<file path="src/rtl/video_rgb_downsampler_if.sv">
// rtl/video_rgb_downsampler_if.sv - stream and status bus bundle for the RGB101010 to RGB565 downsampler
//
// Purpose: groups the Avalon-ST input stream, the Avalon-ST output stream and
// the read-only status slave into one bundle.
// Modports:
//   slave  - the downsampler's view (consumes stream_in_*, produces stream_out_*,
//            answers slave_read with slave_readdata)
//   master - the surrounding system's view (the mirror image)
interface video_rgb_downsampler_if #(
  parameter int IDW = 29,
  parameter int ODW = 15,
  parameter int IEW = 1,
  parameter int OEW = 0
);
  logic [IDW:0] stream_in_data;
  logic         stream_in_startofpacket;
  logic         stream_in_endofpacket;
  logic [IEW:0] stream_in_empty;
  logic         stream_in_valid;
  logic         stream_in_ready;

  logic         slave_read;
  logic [31:0]  slave_readdata;

  logic         stream_out_ready;
  logic [ODW:0] stream_out_data;
  logic         stream_out_startofpacket;
  logic         stream_out_endofpacket;
  logic [OEW:0] stream_out_empty;
  logic         stream_out_valid;

  modport slave (
    input  stream_in_data, stream_in_startofpacket, stream_in_endofpacket,
    input  stream_in_empty, stream_in_valid,
    output stream_in_ready,
    input  slave_read,
    output slave_readdata,
    input  stream_out_ready,
    output stream_out_data, stream_out_startofpacket, stream_out_endofpacket,
    output stream_out_empty, stream_out_valid
  );

  modport master (
    output stream_in_data, stream_in_startofpacket, stream_in_endofpacket,
    output stream_in_empty, stream_in_valid,
    input  stream_in_ready,
    output slave_read,
    input  slave_readdata,
    output stream_out_ready,
    input  stream_out_data, stream_out_startofpacket, stream_out_endofpacket,
    input  stream_out_empty, stream_out_valid
  );
endinterface

</file>
<file path="src/rtl/video_rgb_downsampler.sv">
// rtl/video_rgb_downsampler.sv - RGB101010 to RGB565 stream converter with 4x4 ordered dither
//
// Purpose: narrows a 30-bit RGB101010 pixel stream to 16-bit RGB565 through a
// single output register stage, optionally adding a Bayer threshold before
// truncation. Column/row counters locate each pixel inside the dither tile.
// Ports:
//   clk   - clock, all state changes on the rising edge
//   reset - synchronous, active-high
//   bus   - video_rgb_downsampler_if.slave: stream_in_*, stream_out_*,
//           slave_read / slave_readdata status word
module video_rgb_downsampler #(
  parameter int          IDW        = 29,
  parameter int          ODW        = 15,
  parameter int          IEW        = 1,
  parameter int          OEW        = 0,
  parameter int          WIDTH      = 640,
  parameter int          DITHER     = 1,
  parameter logic [15:0] STATUS_IN  = 16'h0019,
  parameter logic [15:0] STATUS_OUT = 16'h0011
) (
  input logic clk,
  input logic reset,
  video_rgb_downsampler_if.slave bus
);

  // Column counter is at least 2 bits so x[1:0] always exists for the tile index.
  localparam int XW = (WIDTH > 4) ? $clog2(WIDTH) : 2;
  localparam logic [XW-1:0] X_LAST = XW'(WIDTH - 1);

  // 4x4 Bayer matrix, indexed by {y[1:0], x[1:0]}.
  localparam logic [3:0] BAYER [16] = '{
    4'd0,  4'd8,  4'd2,  4'd10,
    4'd12, 4'd4,  4'd14, 4'd6,
    4'd3,  4'd11, 4'd1,  4'd9,
    4'd15, 4'd7,  4'd13, 4'd5
  };

  logic [ODW:0]  data_q;
  logic          sop_q;
  logic          eop_q;
  logic [OEW:0]  empty_q;
  logic          valid_q;
  logic [31:0]   readdata_q;
  logic [XW-1:0] x_q, x_d;
  logic [1:0]    y_q, y_d;

  logic          in_ready;
  logic          xfer;
  logic [XW-1:0] x_use;
  logic [1:0]    y_use;
  logic [3:0]    d;
  logic [10:0]   r_sum, g_sum, b_sum;
  logic [4:0]    r5, b5;
  logic [5:0]    g6;
  logic [ODW:0]  conv;

  // Upper empty bits have no meaning on the narrower output.
  logic unused_empty;
  assign unused_empty = ^bus.stream_in_empty;

  assign in_ready = bus.stream_out_ready | ~valid_q;
  assign xfer     = bus.stream_in_valid & in_ready;

  always_comb begin
    // A SOP always restarts the dither tile, wherever the counters were.
    x_use = bus.stream_in_startofpacket ? '0 : x_q;
    y_use = bus.stream_in_startofpacket ? '0 : y_q;
    d     = (DITHER != 0) ? BAYER[{y_use, x_use[1:0]}] : 4'd0;

    // Red/blue drop 5 bits, so the 4-bit threshold is scaled by 2; green drops 4.
    r_sum = {1'b0, bus.stream_in_data[29:20]} + {6'b0, d, 1'b0};
    g_sum = {1'b0, bus.stream_in_data[19:10]} + {7'b0, d};
    b_sum = {1'b0, bus.stream_in_data[9:0]}   + {6'b0, d, 1'b0};
    r5    = r_sum[10] ? 5'h1F : r_sum[9:5];
    g6    = g_sum[10] ? 6'h3F : g_sum[9:4];
    b5    = b_sum[10] ? 5'h1F : b_sum[9:5];
    conv  = {r5, g6, b5};

    x_d = x_q;
    y_d = y_q;
    if (xfer) begin
      if (x_use == X_LAST) begin
        x_d = '0;
        y_d = y_use + 2'd1;
      end else begin
        x_d = x_use + XW'(1);
        y_d = y_use;
      end
    end
  end

  always_ff @(posedge clk) begin
    if (reset) begin
      data_q     <= '0;
      sop_q      <= 1'b0;
      eop_q      <= 1'b0;
      empty_q    <= '0;
      valid_q    <= 1'b0;
      readdata_q <= '0;
      x_q        <= '0;
      y_q        <= '0;
    end else begin
      if (in_ready) begin
        data_q  <= conv;
        sop_q   <= bus.stream_in_startofpacket;
        eop_q   <= bus.stream_in_endofpacket;
        empty_q <= bus.stream_in_empty[OEW:0];
        valid_q <= bus.stream_in_valid;
      end
      if (bus.slave_read) begin
        readdata_q <= {STATUS_OUT, STATUS_IN};
      end
      x_q <= x_d;
      y_q <= y_d;
    end
  end

  assign bus.stream_in_ready          = in_ready;
  assign bus.stream_out_data          = data_q;
  assign bus.stream_out_startofpacket = sop_q;
  assign bus.stream_out_endofpacket   = eop_q;
  assign bus.stream_out_empty         = empty_q;
  assign bus.stream_out_valid         = valid_q;
  assign bus.slave_readdata           = readdata_q;

endmodule
</file>
<file path="src/flat_wrapper.sv">
// flat-port wrapper written by rule: the top's interface ports become plain ports
module video_rgb_downsampler_flat 
#(
  parameter int          IDW        = 29,
  parameter int          ODW        = 15,
  parameter int          IEW        = 1,
  parameter int          OEW        = 0,
  parameter int          WIDTH      = 640,
  parameter int          DITHER     = 1,
  parameter logic [15:0] STATUS_IN  = 16'h0019,
  parameter logic [15:0] STATUS_OUT = 16'h0011
)
  (clk, reset, bus_stream_in_data, bus_stream_in_startofpacket, bus_stream_in_endofpacket, bus_stream_in_empty, bus_stream_in_valid, bus_stream_in_ready, bus_slave_read, bus_slave_readdata, bus_stream_out_ready, bus_stream_out_data, bus_stream_out_startofpacket, bus_stream_out_endofpacket, bus_stream_out_empty, bus_stream_out_valid);
  video_rgb_downsampler_if #(.IDW(IDW), .ODW(ODW), .IEW(IEW), .OEW(OEW)) bus_i ();
  input logic clk;
  input logic reset;
  input wire logic [$bits(bus_i.stream_in_data)-1:0] bus_stream_in_data;
  input wire logic [$bits(bus_i.stream_in_startofpacket)-1:0] bus_stream_in_startofpacket;
  input wire logic [$bits(bus_i.stream_in_endofpacket)-1:0] bus_stream_in_endofpacket;
  input wire logic [$bits(bus_i.stream_in_empty)-1:0] bus_stream_in_empty;
  input wire logic [$bits(bus_i.stream_in_valid)-1:0] bus_stream_in_valid;
  output wire logic [$bits(bus_i.stream_in_ready)-1:0] bus_stream_in_ready;
  input wire logic [$bits(bus_i.slave_read)-1:0] bus_slave_read;
  output wire logic [$bits(bus_i.slave_readdata)-1:0] bus_slave_readdata;
  input wire logic [$bits(bus_i.stream_out_ready)-1:0] bus_stream_out_ready;
  output wire logic [$bits(bus_i.stream_out_data)-1:0] bus_stream_out_data;
  output wire logic [$bits(bus_i.stream_out_startofpacket)-1:0] bus_stream_out_startofpacket;
  output wire logic [$bits(bus_i.stream_out_endofpacket)-1:0] bus_stream_out_endofpacket;
  output wire logic [$bits(bus_i.stream_out_empty)-1:0] bus_stream_out_empty;
  output wire logic [$bits(bus_i.stream_out_valid)-1:0] bus_stream_out_valid;
  assign bus_i.stream_in_data = bus_stream_in_data;
  assign bus_i.stream_in_startofpacket = bus_stream_in_startofpacket;
  assign bus_i.stream_in_endofpacket = bus_stream_in_endofpacket;
  assign bus_i.stream_in_empty = bus_stream_in_empty;
  assign bus_i.stream_in_valid = bus_stream_in_valid;
  assign bus_stream_in_ready = bus_i.stream_in_ready;
  assign bus_i.slave_read = bus_slave_read;
  assign bus_slave_readdata = bus_i.slave_readdata;
  assign bus_i.stream_out_ready = bus_stream_out_ready;
  assign bus_stream_out_data = bus_i.stream_out_data;
  assign bus_stream_out_startofpacket = bus_i.stream_out_startofpacket;
  assign bus_stream_out_endofpacket = bus_i.stream_out_endofpacket;
  assign bus_stream_out_empty = bus_i.stream_out_empty;
  assign bus_stream_out_valid = bus_i.stream_out_valid;
  video_rgb_downsampler #(.IDW(IDW), .ODW(ODW), .IEW(IEW), .OEW(OEW), .WIDTH(WIDTH), .DITHER(DITHER), .STATUS_IN(STATUS_IN), .STATUS_OUT(STATUS_OUT)) u_core (.clk(clk), .reset(reset), .bus(bus_i));
endmodule
</file>
<file path="config.mk">
export PLATFORM = sky130hd
export DESIGN_NAME = video_rgb_downsampler_flat
export DESIGN_NICKNAME = d
export VERILOG_FILES = /design/src/rtl/video_rgb_downsampler_if.sv /design/src/rtl/video_rgb_downsampler.sv /design/src/flat_wrapper.sv
export SDC_FILE = /design/constraint.sdc
export NUM_CORES = 1
export LEC_CHECK = 0
export ABC_AREA = 1
export BUFFER_PORTS_ARGS = -buffer_cell sky130_fd_sc_hd__buf_2
export CAP_MARGIN = 20
export CORE_ASPECT_RATIO = 1.5
export CORE_MARGIN = 5
export CORE_UTILIZATION = 50
export CTS_CLUSTER_DIAMETER = 40
export DETAILED_ROUTE_END_ITERATION = 16
export GPL_ROUTABILITY_DRIVEN = 0
export GPL_TIMING_DRIVEN = 1
export PLACE_DENSITY = 0.78
export SLEW_MARGIN = 25
export SYNTH_ARGS = -nofsm -noshare
export SYNTH_HDL_FRONTEND = slang
export SYNTH_SLANG_ARGS = --single-unit
</file>
<file path="constraint.sdc">
create_clock -name clk -period 2.15 [get_ports clk]
set_clock_uncertainty 0.05 [all_clocks]
set_input_delay 0.1075 -clock clk [delete_from_list [all_inputs] [get_ports clk]]
set_output_delay 0.1075 -clock clk [all_outputs]
set_load 0.01 [all_outputs]
</file>
==> results.ini, run 1 <==
[outcome]
status = finished, final reports clean

[drt]
antenna_violating_nets_post_route = 0
drt_first_iter_violations = 138
drt-total-wl_mm = 5.812
wl_met1_mm = 2.316
detailroute.via_count = 2486
avgRoutedWirePerCell_um = 11.18
met2_length_mm = 3.005
vias_per_cell = 4.781
post-route-drc-count = 0
routed.top_layer = met4
drt_pass1_iterations = 4
met3RoutedLength_um = 361

[synth]
synth.yosys.seq_area_share = 0.2668
synth-warning-count = 0
synthCells = 391
postSynthRegisterBits = 33
fraction_of_synthesized_cell_area_taken_by_the_top_area_cell_type = 0.2668
syn-cell-area_um2 = 2476
synth_top_area_cell = sky130_fd_sc_hd__dfxtp_1
yosysUniqueCellTypes = 29
synth.area.top_cells = sky130_fd_sc_hd__dfxtp_1 27%, sky130_fd_sc_hd__nand2_1 16%, sky130_fd_sc_hd__buf_4 9.7%
avgSynthCellArea_um2 = 6.333

[min_path]
hold_path.class = in2reg
min_delay_path_depth = 3

[cells_and_area]
stdcell_count = 520
stdcell_area_um2 = 2898
drive_gt1_frac = 0.2203
diodes = 0
multi_input_area_um2 = 1444
area.sequential_um2 = 660.6
flow.area_growth_from_synthesis_pct = 17.03
num-fill-cells = 504
count_of_nets_after_finishing = 502

[sta]
final-hold-violation-count = 0
max_freq_ghz = 0.5071
tightestPinTransition_ns = 0.5615
slew-limit-headroom = 0.6252
final.period_utilization = 0.9172
fin_worst_hold_slack_ns = 0.009940
timing.final.setup_violations = 0
final_report_max_slew_violation_count = 0
fin_setup_tns_ns = 0
finalCriticalPeriod_ns = 1.972

[placed_design]
dpl.hpwl_mm = 4.532
placed_cell_area_um2 = 2720
placement.io_buffers = 61
place.detailed.instances = 511

[clock_network]
cts_root_buf = sky130_fd_sc_hd__clkbuf_8
cts.sinks = 33
path_clk_slew_ns = 0.07
tritoncts = built
cts_made_buffers = 5
post_cts_buffers = 0
worst_skew_pair.late_latency_ns = 0.29
cts-htree-levels = 2
max-clock-path-buffers = 2

[setup_path]
end_kind = register
critical_path.endpoint = u_core.bus.stream_out_data[10]$_SDFFE_PP0N_
critical_path.startpoint_type = register
critPathMaxFanout = 6
regToRegStartpoint = u_core.x_q[0]$_SDFFE_PP0P_
worst-setup-path-type = reg2reg
timing.reg2reg.setup_slack_ns = 0.18
r2r_cells = 13
cp_data_required_time_ns = 2.30
worst_ep_arrival_time_ns = 2.12
r2r_end = u_core.bus.stream_out_data[10]$_SDFFE_PP0N_
crit_path_start = u_core.x_q[0]$_SDFFE_PP0P_

[power_and_ir_drop]
ir_worst_vdd_v = 0.0004102
total_power_divided_by_cell_area_nw_per_um2 = 579.9
design_power_total_mw = 1.681
power_leakage_nw = 1.571

[die]
die_width_um = 67.46
design.portCount = 92
start_util = 0.5148
die_area_um2 = 6489
die-height_um = 96.19
row_count = 31
fp.coreArea_um2 = 4810

[grt]
grt_usage = 0.1856
grt_pass1_wl_mm = 9.232
largest_net_degree_at_the_start_of_global_routing = 21
grt_remaining_overflow = 0
antenna_violations_before_repair = 0
grt_pass1_vias = 2228

[run]
timing.max_cap.violations = 0

area by class of cell:
type                            instances  area share
Clock buffer                            5     0.02375
Multi-Input combinational cell        288      0.4983
Inverter                               57     0.07470
Sequential cell                        33      0.2280
Clock inverter                          3     0.02245
Tap cell                               66     0.02850
Timing Repair Buffer                   68      0.1244
cells in the mapped netlist:
library cell and instances:
sky130_fd_sc_hd__ha_1 10, sky130_fd_sc_hd__inv_1 55, sky130_fd_sc_hd__nor2_2 3, sky130_fd_sc_hd__nand3b_1 5
sky130_fd_sc_hd__inv_2 1, sky130_fd_sc_hd__conb_1 1, sky130_fd_sc_hd__nand3_2 4, sky130_fd_sc_hd__nand4_1 10
sky130_fd_sc_hd__a21oi_1 34, sky130_fd_sc_hd__buf_8 1, sky130_fd_sc_hd__nand2_4 1, sky130_fd_sc_hd__o21bai_1 2
sky130_fd_sc_hd__xor2_1 1, sky130_fd_sc_hd__nor2_1 34, sky130_fd_sc_hd__nor2_4 3, sky130_fd_sc_hd__clkbuf_1 4
sky130_fd_sc_hd__nor3_1 1, sky130_fd_sc_hd__o21ai_0 25, sky130_fd_sc_hd__nand3_1 20, sky130_fd_sc_hd__buf_4 32
sky130_fd_sc_hd__or2_2 1, sky130_fd_sc_hd__buf_2 1, sky130_fd_sc_hd__buf_6 1, sky130_fd_sc_hd__xnor2_1 2
sky130_fd_sc_hd__nand2_1 103, sky130_fd_sc_hd__nor3_2 1, sky130_fd_sc_hd__dfxtp_1 33, sky130_fd_sc_hd__a21o_1 1
sky130_fd_sc_hd__inv_4 1
worst max-delay path, cell delays in order, from the launching register on:
cell and delay [ns]:
sky130_fd_sc_hd__dfxtp_1 0.40, sky130_fd_sc_hd__inv_1 0.06, sky130_fd_sc_hd__nor2_1 0.13, sky130_fd_sc_hd__nand2_1 0.08, sky130_fd_sc_hd__o21ai_2 0.09, sky130_fd_sc_hd__ha_1 0.30
sky130_fd_sc_hd__nand2_1 0.10, sky130_fd_sc_hd__inv_1 0.04, sky130_fd_sc_hd__a21oi_1 0.18, sky130_fd_sc_hd__nand2_2 0.12, sky130_fd_sc_hd__nand3_1 0.11, sky130_fd_sc_hd__nand3b_1 0.11
sky130_fd_sc_hd__nand2_1 0.07, sky130_fd_sc_hd__inv_1 0.03
report_power, final:
part / internal (mW) / switching, mW / leakage [nW] / total (mW)
sequential: 0.647 / 0.0188 / 0.273 / 0.666
clock: 0.461 / 0.250 / 0.0681 / 0.711
combinational: 0.115 / 0.189 / 1.23 / 0.304
total: 1.22 / 0.458 / 1.57 / 1.68
flip-flops by register name, indices dropped and copies added, names as in the netlist:
name	count
u_core.bus.stream_out_valid	1
u_core.y_q	2
u_core.bus.stream_out_endofpacket	1
u_core.bus.stream_out_startofpacket	1
u_core.bus.stream_out_data	16
u_core.x_q	10
u_core.bus.stream_out_empty	1
u_core.bus.slave_readdata	1
per-stage QoR:
step                setup slack (ns)    util
global placement              0.1241  0.5656
global route               -0.008471  0.6025
detailed placement            0.1142  0.5656
finish                        0.1781  0.6025
CTS                           0.1089  0.5955
floorplan                     0.3448       -
routing by layer:
metal  GRT usage  vias up
li1            -     1311
met1      0.1940     1092
met2      0.3379       74
met3     0.04322        9
met4     0.08968        0
met5           0        -
how the worst min path moves through the flow:
stage / start / endpoint / slack, ns
2_1_floorplan: reset / u_core.x_q[7]$_SDFFE_PP0P_ / 0.13
3_3_place_gp: bus_slave_read / u_core.bus.slave_readdata[0]$_SDFFE_PP0P_ / 0.27
3_5_place_dp: bus_slave_read / u_core.bus.slave_readdata[0]$_SDFFE_PP0P_ / 0.29
4_1_cts: bus_stream_in_endofpacket / u_core.bus.stream_out_endofpacket$_SDFFE_PP0N_ / 0.004
5_1_grt: bus_stream_in_endofpacket / u_core.bus.stream_out_endofpacket$_SDFFE_PP0N_ / 0.06
6_report: bus_stream_in_endofpacket / u_core.bus.stream_out_endofpacket$_SDFFE_PP0N_ / 0.01
cell families (layout without fill, tap and decap cells):
kind of cell / after synthesis / in the layout / share of synthesized area
xor gates and xnor gates: 3 / 3 / 0.01061
adders and majority gates: 10 / 10 / 0.05053
DFF: 33 / 33 / 0.2668
other: 1 / 27 / 0.001514
AOI/OAI and AO/OA: 62 / 62 / 0.1283
buffers and inverters: 96 / 133 / 0.2031
and+or+nand+nor: 186 / 186 / 0.3391
placed cells by master, fill, tap and decap left out, types with 3 or more instances in the layout:
| master | instances |
|---|---|
| sky130_fd_sc_hd__buf_4 | 6 |
| sky130_fd_sc_hd__nand2_1 | 100 |
| sky130_fd_sc_hd__conb_1 | 27 |
| sky130_fd_sc_hd__nor2_2 | 6 |
| sky130_fd_sc_hd__nand3b_1 | 5 |
| sky130_fd_sc_hd__clkbuf_8 | 5 |
| sky130_fd_sc_hd__buf_2 | 61 |
| sky130_fd_sc_hd__nand2_2 | 3 |
| sky130_fd_sc_hd__ha_1 | 10 |
| sky130_fd_sc_hd__a21oi_1 | 32 |
| sky130_fd_sc_hd__nand3_1 | 20 |
| sky130_fd_sc_hd__o21ai_0 | 24 |
| sky130_fd_sc_hd__nand3_2 | 3 |
| sky130_fd_sc_hd__nor2_4 | 3 |
| sky130_fd_sc_hd__nand4_1 | 10 |
| sky130_fd_sc_hd__inv_1 | 54 |
| sky130_fd_sc_hd__nor2_1 | 31 |
| sky130_fd_sc_hd__dfxtp_1 | 33 |
what timing repair did:
action | in CTS | in global routing
resized for setup | 0 | 12
setup endpoints to repair | 0 | 14
hold buffers | 1 | 0
hold endpoints to repair | 1 | 0
(Power assumes the default switching activity.)
==> inputs of run 2 (changes only) <==
- BUFFER_PORTS_ARGS: -buffer_cell sky130_fd_sc_hd__buf_2 -> -buffer_cell sky130_fd_sc_hd__buf_4
- PLACE_DENSITY: 0.78 -> 0.81
==> run 2 against run 1 <==
  * Worst setup slack better by 0.010 ns
  * Flip-flop and latch count did not move
  * Clock power down 27%
  * Utilization up 2.5 points
  * Count of clock-buffer cells in the layout is 2 higher
==> results.ini, run 2 (synthesis results as in run 1) <==
[outcome]
status = finished, final reports clean

[drt]
avgRoutedWirePerCell_um = 11.25  ; +0.65%
antenna_violating_nets_post_route = 0  ; unchanged
detailroute.via_count = 2495  ; +0.36%
drt_first_iter_violations = 110  ; -20%
drt-total-wl_mm = 5.872  ; +1.0%
vias_per_cell = 4.780  ; about the same
drt_pass1_iterations = 4  ; unchanged
post-route-drc-count = 0  ; unchanged

[die]
row_count = 31  ; unchanged
design.portCount = 92  ; unchanged
die_width_um = 67.46  ; unchanged
die-height_um = 96.19  ; unchanged
start_util = 0.5148  ; unchanged
fp.coreArea_um2 = 4810  ; unchanged
die_area_um2 = 6489  ; unchanged

[clock_network]
cts_made_buffers = 5  ; unchanged
cts_root_buf = sky130_fd_sc_hd__clkbuf_8
tritoncts = built
post_cts_buffers = 0  ; unchanged
path_clk_slew_ns = 0.07  ; about the same
cts.sinks = 33  ; unchanged
max-clock-path-buffers = 2  ; unchanged
cts-htree-levels = 2  ; unchanged
worst_skew_pair.late_latency_ns = 0.28  ; about the same

[setup_path]
worst_ep_arrival_time_ns = 2.07  ; -0.05 ns
cp_data_required_time_ns = 2.26  ; -0.04 ns
r2r_cells = 13  ; unchanged
critical_path.startpoint_type = register
timing.reg2reg.setup_slack_ns = 0.19  ; about the same
end_kind = register
critical_path.cell_chain = nand2_4 -> inv_1 -> nor2_1 -> a21oi_1 -> ha_1 -> nand2_1 -> nor2_1 -> nand2_1 -> nand3_2 -> nand2_1 -> nand2_1 -> nand2_1 -> a21oi_1
top_cell_family_by_delay_on_the_critical_path = simple AND/OR/NAND/NOR gates
path_depth = 13  ; unchanged
critPathMaxFanout = 6  ; unchanged
worst-setup-path-type = reg2reg
path_common_cell = sky130_fd_sc_hd__nand2_1
cp_num_buf_inv = 1  ; -2
critical_path.max_stage_delay_ns = 0.38  ; -0.02 ns
critPathSlowestCell = sky130_fd_sc_hd__dfxtp_1

[grt]
grt_remaining_overflow = 0  ; unchanged
antenna_violations_before_repair = 0  ; unchanged
grt_pass1_wl_mm = 9.722  ; +5.3%
grt_pass1_vias = 2346  ; +5.3%
largest_net_degree_at_the_start_of_global_routing = 21  ; unchanged
grt_usage = 0.1926  ; +0.007019

[run]
timing.max_cap.violations = 0  ; unchanged

[cells_and_area]
finalCoreUtilization = 0.6280  ; +0.02550
most_common_cell_after_layout_fill_and_taps_aside = sky130_fd_sc_hd__nand2_1
stdcell_area_um2 = 3020  ; +4.2%
drive_gt1_frac = 0.2149  ; -0.005352
largest_reg_flops = 16  ; unchanged
count_of_nets_after_finishing = 504  ; +0.40%
diodes = 0  ; unchanged
num-fill-cells = 468  ; -7.1%
flow.area_growth_from_synthesis_pct = 21.98
layout.cells.most_common_list = 101 x sky130_fd_sc_hd__nand2_1, 69 x sky130_fd_sc_hd__buf_4, 55 x sky130_fd_sc_hd__inv_1

[sta]
final_report_max_slew_violation_count = 0  ; unchanged
fin_ws_ns = 0.1885  ; +0.01034 ns
tightestPinTransition_ns = 0.5205  ; -0.04104 ns
fin_setup_tns_ns = 0  ; unchanged
final-hold-violation-count = 0  ; unchanged
max_freq_ghz = 0.5098  ; +0.53%
slew-limit-headroom = 0.6526  ; +0.02739
timing.final.setup_violations = 0  ; unchanged
final.period_utilization = 0.9123  ; -0.004810
rsz0062_at_grt = false
finalCriticalPeriod_ns = 1.962  ; -0.01034 ns

[power_and_ir_drop]
design_power_total_mw = 1.533  ; -8.8%
power_leakage_nw = 1.607  ; +2.3%
total_power_divided_by_cell_area_nw_per_um2 = 507.5  ; -12%
ir_worst_vdd_v = 0.0003818  ; -6.9%

[placed_design]
pre_cts_ws_ns = 0.1250  ; +0.01074 ns
placement.io_buffers = 61  ; unchanged
placed_cell_area_um2 = 2888  ; +6.2%
dpl.hpwl_mm = 4.690  ; +3.5%

[min_path]
min_delay_path_depth = 3  ; unchanged
hold_path.class = in2reg

-- run 2: cell types whose count changed in the layout (fill, tap and decap cells not counted), moves of 2 or more --
| cell | delta |
|---|---|
| sky130_fd_sc_hd__buf_2 | -61 |
| sky130_fd_sc_hd__buf_4 | +63 |
| sky130_fd_sc_hd__bufinv_16 | -2 |
| sky130_fd_sc_hd__clkbuf_8 | +2 |
| sky130_fd_sc_hd__nor2_1 | +2 |
| sky130_fd_sc_hd__nor2_2 | -3 |
-- run 2: metal layers --
layer | vias up | wire, um | track usage
met2 | 70 | 3204 | 0.3607
met3 | 10 | 333 | 0.04673
met4 | 0 | 119 | 0.07276
li1 | 1308 | - | -
met1 | 1107 | 2214 | 0.2000
met5 | - | 0 | 0
-- run 2: where the power goes --
part	internal [mW]	switching [mW]	leakage, nW
clock	0.289	0.233	0.0542
combinational	0.153	0.190	1.28
sequential	0.648	0.0199	0.273
total	1.09	0.443	1.61
-- run 2: final timing paths --
path,startpoint,end
worst min-delay path,bus_stream_in_endofpacket,u_core.bus.stream_out_endofpacket$_SDFFE_PP0N_
worst max register to register,u_core.y_q[1]$_SDFFE_PP0P_,u_core.bus.stream_out_data[3]$_SDFFE_PP0N_
worst min register to register,u_core.x_q[0]$_SDFFE_PP0P_,u_core.x_q[0]$_SDFFE_PP0P_
worst max-delay path,u_core.y_q[1]$_SDFFE_PP0P_,u_core.bus.stream_out_data[3]$_SDFFE_PP0N_
-- run 2: area by class of cell --
type / count / area (um2) / area share
multi-input cells: 288 / 1430 / 0.4735
flip-flops and latches: 33 / 661.9 / 0.2191
repair buffers: 70 / 528.0 / 0.1748
inverters: 57 / 216.5 / 0.07167
clock buffers: 7 / 96.34 / 0.03190
well taps: 66 / 82.58 / 0.02734
clock inverters: 1 / 5.005 / 0.001657
-- run 2: repair_timing --
item                                    4_1_cts  5_1_grt
endpoints found under the setup margin        0       14
hold buffers                                  1        0
gates resized for setup                       0        7
hold endpoints to repair                      1        0
-- run 2: through the flow --
stage / hold slack, ns / cells
2_1_floorplan: 0.1266 / 417
3_3_place_gp: 0.2658 / 513
3_5_place_dp: 0.2790 / 513
4_1_cts: 0.02343 / 522
5_1_grt: 0.03417 / 522
6_report: 0.02724 / 522
-- run 2: tightest hold or removal path, stage by stage --
cell                      delay, ns
sky130_fd_sc_hd__buf_4         0.07
sky130_fd_sc_hd__o21ai_0       0.07
sky130_fd_sc_hd__nor2_1        0.08
